===== config.mk =====
export PLATFORM = sky130hd
export DESIGN_NAME = rf_wb_arbiter
export DESIGN_NICKNAME = d
export VERILOG_FILES = /design/src/rtl/rf_wb_arbiter.sv
export SDC_FILE = /design/constraint.sdc
export NUM_CORES = 1
export LEC_CHECK = 0
export ABC_CLOCK_PERIOD_IN_PS = 1800
export CORE_MARGIN = 8
export CORE_UTILIZATION = 41
export DETAILED_ROUTE_END_ITERATION = 16
export GPL_TIMING_DRIVEN = 0
export PLACE_DENSITY = 0.76
export SYNTH_ARGS = -nofsm -noshare
export SYNTH_HDL_FRONTEND = slang
export SYNTH_SLANG_ARGS = --single-unit

===== constraint.sdc =====
create_clock -name clk_i -period 1.8 [get_ports clk_i]
set_clock_uncertainty 0.15 [all_clocks]
set_input_delay 0.18 -clock clk_i [delete_from_list [all_inputs] [get_ports clk_i]]
set_output_delay 0.18 -clock clk_i [all_outputs]
set_load 0.02 [all_outputs]

===== src/rtl/rf_wb_arbiter.sv =====
// rf_wb_arbiter: shares the register-file write port between a fixed-priority ALU path (A)
// and a handshaked long-latency path (B), and scoreboards registers with pending B writes.
`default_nettype none

module rf_wb_arbiter #(
  parameter int NumRegs      = 32,
  parameter int DataWidth    = 32,
  parameter int AddressWidth = 5,
  parameter int StarveLimit  = 4
) (
  input  logic                    clk_i,
  input  logic                    rst_i,
  input  logic                    a_wr_en_i,
  input  logic [AddressWidth-1:0] a_rd_addr_i,
  input  logic [DataWidth-1:0]    a_rd_data_i,
  input  logic                    b_valid_i,
  input  logic [AddressWidth-1:0] b_rd_addr_i,
  input  logic [DataWidth-1:0]    b_rd_data_i,
  output logic                    b_ready_o,
  input  logic                    issue_i,
  input  logic                    dec_rd_en_i,
  input  logic [AddressWidth-1:0] dec_rd_addr_i,
  input  logic [AddressWidth-1:0] rs1_addr_i,
  input  logic [AddressWidth-1:0] rs2_addr_i,
  output logic                    hazard_o,
  output logic                    stall_req_o,
  output logic                    rf_wr_en_o,
  output logic [AddressWidth-1:0] rf_rd_addr_o,
  output logic [DataWidth-1:0]    rf_rd_data_o
);

  localparam int                  CntWidth = $clog2(StarveLimit + 1);
  localparam logic [CntWidth-1:0] CntMax   = CntWidth'(StarveLimit);

  logic                    a_act;
  logic                    b_hs;
  logic                    b_take;
  logic                    wr_en_q;
  logic [AddressWidth-1:0] wr_addr_q;
  logic [DataWidth-1:0]    wr_data_q;
  logic                    src_b_q;
  logic [NumRegs-1:0]      busy;
  logic [NumRegs-1:0]      busy_next;
  logic [CntWidth-1:0]     starve_cnt;
  logic                    stall_q;

  // A write to x0 is treated as idle so it never blocks B.
  assign a_act     = a_wr_en_i && (a_rd_addr_i != '0);
  assign b_ready_o = !rst_i && !a_act;
  assign b_hs      = b_valid_i && b_ready_o;
  assign b_take    = b_hs && (b_rd_addr_i != '0);

  always_ff @(posedge clk_i) begin
    if (rst_i) begin
      wr_en_q   <= 1'b0;
      wr_addr_q <= '0;
      wr_data_q <= '0;
      src_b_q   <= 1'b0;
    end else if (a_act) begin
      wr_en_q   <= 1'b1;
      wr_addr_q <= a_rd_addr_i;
      wr_data_q <= a_rd_data_i;
      src_b_q   <= 1'b0;
    end else if (b_take) begin
      wr_en_q   <= 1'b1;
      wr_addr_q <= b_rd_addr_i;
      wr_data_q <= b_rd_data_i;
      src_b_q   <= 1'b1;
    end else begin
      wr_en_q   <= 1'b0;
      wr_addr_q <= '0;
      wr_data_q <= '0;
      src_b_q   <= 1'b0;
    end
  end

  // Gating with reset squashes a write that was registered just before reset arrived.
  assign rf_wr_en_o   = wr_en_q && !rst_i;
  assign rf_rd_addr_o = rst_i ? '0 : wr_addr_q;
  assign rf_rd_data_o = rst_i ? '0 : wr_data_q;

  // Set is applied after clear so a same-edge collision leaves the bit set.
  always_comb begin
    busy_next = busy;
    if (wr_en_q && src_b_q) busy_next[wr_addr_q] = 1'b0;
    if (issue_i && (dec_rd_addr_i != '0)) busy_next[dec_rd_addr_i] = 1'b1;
    busy_next[0] = 1'b0;
  end

  always_ff @(posedge clk_i) begin
    if (rst_i) busy <= '0;
    else       busy <= busy_next;
  end

  assign hazard_o = !rst_i && (busy[rs1_addr_i] || busy[rs2_addr_i] ||
                               (dec_rd_en_i && busy[dec_rd_addr_i]));

  always_ff @(posedge clk_i) begin
    if (rst_i) begin
      starve_cnt <= '0;
      stall_q    <= 1'b0;
    end else begin
      if (b_hs || !b_valid_i)      starve_cnt <= '0;
      else if (starve_cnt != CntMax) starve_cnt <= starve_cnt + 1'b1;

      if (b_hs)                      stall_q <= 1'b0;
      else if (starve_cnt == CntMax) stall_q <= 1'b1;
    end
  end

  assign stall_req_o = stall_q && !rst_i;

endmodule

`default_nettype wire


==> flow_summary_export.csv <==
group,metric,value,unit
logic_synthesis,synth_cell_type_count,44,
logic_synthesis,ys_seq_area_share,37.7,%
final_layout,final_cell_mix,"clkdlybuf4s50_1, dfxtp_1, nor2_1",
global_route,antenna_found_initial,0,
sta,fmax,401,MHz
placed_design,place_congestion,0.938,
sta,finalHoldViolCount,2,
logic_synthesis,ys_ff_latch,74,
sta,relSlewSlack,59.2,%
logic_synthesis,ys_warn_count,0,
final_layout,layout_commonest_cell,"clkdlybuf4s50_1",
hold_path,hp-class,"in2reg",
logic_synthesis,synthCells,451,
clock_tree,cts_htree_levels,3,
logic_synthesis,yosysTopAreaCell,"dfxtp_1",
global_route,grt_overflow,0,
floorplan,io_pins,136,
clock_tree,clk_latency,0.35,ns
setup_path,reg2reg_slack,0.24,ns
run,cap_violations,0,
power,combPwrFrac,19.4,%
sta,hold-worst-slack,-0.00479,ns
drt,via_per_inst,5.50,
floorplan,core_area,9280,µm²
logic_synthesis,ys.flop_type,"dfxtp_1",
sta,finalSetupViolCount,1,
floorplan,die-area,13000,µm²
logic_synthesis,synth.top_cell.area_share,37.7,%
setup_path,required,1.47,ns
setup_path,timing.rr.start,"wr_en_q",
drt,postRouteAntennaNets,0,
placed_design,io_buffers,128,
final_layout,n_fill_cell,810,
drt,first_iter_violations,259,
power,p_leak,2.20,nW
setup_path,cpMaxStageDelayCell,"mux4_2",
drt,wl,13.9,mm
logic_synthesis,synth_area_leaders,"dfxtp_1, mux4_2, nor2b_1, a22oi_1, a21oi_1",
setup_path,critPathLaunch,"busy[28]",
hold_path,worstHoldStart,"a_rd_addr_i[4]",
sta,period_minus_slack,2.49,ns
placed_design,hpwl,10.5,mm
setup_path,end_kind,"output pin",
final_layout,drive_gt1_share,23.6,%
run_status,status,"finished, violations left",
drt,drtPass1Iterations,5,
global_route,grt_first_pass_wirelength,21.7,mm
setup_path,path_class,"reg2out",
global_route,track_usage,21.3,%
final_layout,fin_nets,698,
logic_synthesis,async_flop_share,0,%
logic_synthesis,syn_area,3930,µm²
logic_synthesis,synth_edf_count,0,
power,p_per_area,651,nW/µm²
drt,drc_errors,0,
final_layout,syn_to_final_growth,46.1,%
floorplan,chipHeight,114,µm
clock_tree,cts_root_buf,"clkbuf_8",
setup_path,cp-endpoint,"hazard_o",
logic_synthesis,syn_nets,548,
setup_path,path_max_fanout,4,
floorplan,start_util,42.3,%
power,p_int,2.75,mW
setup_path,crit_chain,"mux4_2 -> nand4b_1 -> nand4_1 -> o41ai_2 -> a41oi_2 -> buf_4",
sta,setup_tns,-0.694,ns
setup_path,slowest_delay,0.46,ns
sta,maxSlewViolCount,0,
power,p_switching,0.984,mW
power,power.share.clock,34.5,%
sta,worstMarginPinSlew,0.609,ns
drt,via_count,4043,
power,switching_share,26.3,%
final_layout,diodes,0,
floorplan,die_x,114,µm
setup_path,r2r_end,"busy[12]",
clock_tree,cts_buffers,9,
logic_synthesis,synth_area_per_cell,8.71,µm²
sta,finalWorstSetupSlack,-0.694,ns
setup_path,critPathLaunchType,"register",
setup_path,arrival,2.16,ns
clock_tree,cts_sinks,74,
global_route,grt_pass1_vias,4169,
power,worst_ir_drop_vdd,0.372,mV
sta,post-route-period-util,139,%
clock_tree,clock_path_buffers,2,
sta,rsz0062_at_grt,"yes",
run_status,failed_checks,"hold timing, setup timing",
floorplan,fp-row-count,35,
clock_tree,clk_pin_slew_worst_paths,0.08,ns
clock_tree,cts_tree,"done",
drt,routedWlPerCell,18.9,µm
setup_path,ff2ff_path_depth,4,
global_route,grt_max_degree,13,
power,seq_power_share,46.1,%
-- how the worst min path moves through the flow --
| stage | endpoint | slack [ns] | cells past startpoint |
|---|---|---|---|
| 2_1_floorplan | wr_data_q[25] | 0.17 | 2 |
| 5_1_grt | wr_addr_q[4] | 0.009 | 3 |
| 6_report | wr_addr_q[4] | -0.005 | 3 |
| 4_1_cts | wr_addr_q[3] | 0.0008 | 3 |
| 3_5_place_dp | busy[21] | 0.36 | 2 |
| 3_3_place_gp | busy[4] | 0.35 | 2 |
-- stage by stage --
stage	setup WS (ns)	area, µm²	total power [mW]	std cells	util [%]
after floorplan	-0.0754	3960	2.09	451	-
after global placement	-1.32	5400	2.44	708	58.2
after detailed placement	-1.30	5400	2.45	708	58.2
after CTS	-0.706	5700	3.72	730	61.4
after global routing	-0.743	5740	3.87	735	61.8
final	-0.694	5740	3.74	735	61.8
-- routing by layer --
metal	routed length (µm)	GRT usage, %	up-vias
li1	-	-	1920
met1	5210	23.8	1885
met2	6520	35.9	219
met3	1920	9.35	19
met4	198	6.39	0
met5	0	0	-
-- registers in the layout, summed over array words and instances, names as in the netlist --
| signal | flops |
|---|---|
| wr_data_q | 32 |
| starve_cnt | 3 |
| stall_q | 1 |
| wr_en_q | 1 |
| busy | 31 |
| wr_addr_q | 5 |
| src_b_q | 1 |
-- layout make-up --
type / count / area [µm²] / share of cell area (%)
clock inverter: 4 / 51.3 / 0.894
sequential: 74 / 1500 / 26.1
multi-input combinational: 335 / 2370 / 41.4
buffer: 34 / 225 / 3.92
tap: 129 / 161 / 2.81
clock buffer: 12 / 145 / 2.53
timing repair buffer: 142 / 1260 / 22.0
inverter: 5 / 18.8 / 0.327
-- what timing repair did --
item / CTS / global route
hold endpoints to repair: 2 / 0
pin swaps: 7 / 8
endpoints found under the setup margin: 103 / 61
buffers inserted: 7 / 5
resized for setup: 133 / 69
hold buffers: 2 / 0
-- kinds of logic after synthesis --
kind of cell               synth area share (%)
AOI/OAI and AO/OA                          19.0
xor gates and xnor gates                  0.223
adders and majority gates                 0.637
buffers and inverters                      5.00
DFF                                        37.7
muxes                                      14.5
and+or+nand+nor                            22.9
-- Yosys cell counts, types with 2 or more instances --
library cell / number
nand4b_1: 2
a22oi_2: 4
or4_1: 2
nor3b_1: 5
o22ai_1: 2
mux4_2: 15
nor2_1: 48
nand2b_1: 4
and3b_1: 3
dfxtp_1: 74
mux2i_1: 13
nand2_1: 42
or3_1: 2
nand3b_1: 5
buf_6: 4
o21ai_0: 34
mux2_2: 9
nor2b_1: 40
nor3_1: 7
a21oi_1: 39
buf_2: 4
inv_1: 5
clkbuf_1: 27
ha_1: 2
and3_1: 3
nand3_1: 5
nand4_1: 3
a22oi_1: 32
-- power groups by stage --
stage | sequential (mW) | combinational, mW | clock (mW)
finish | 1.72 | 0.725 | 1.29
global placement | 1.75 | 0.684 | 0
global route | 1.73 | 0.775 | 1.37
floorplan | 1.74 | 0.341 | 0
detailed placement | 1.75 | 0.695 | 0
CTS | 1.72 | 0.694 | 1.30
-- critical path, delay by kind of cell (launching register included) --
kind                   cells  cell delay, ns
AO/OA/AOI/OAI              2            0.61
multiplexers               1            0.46
flip-flops                 1            0.36
AND/OR/NAND/NOR            2            0.21
buffers and inverters      1            0.18
Note: power is estimated with default switching activity, not from simulation.
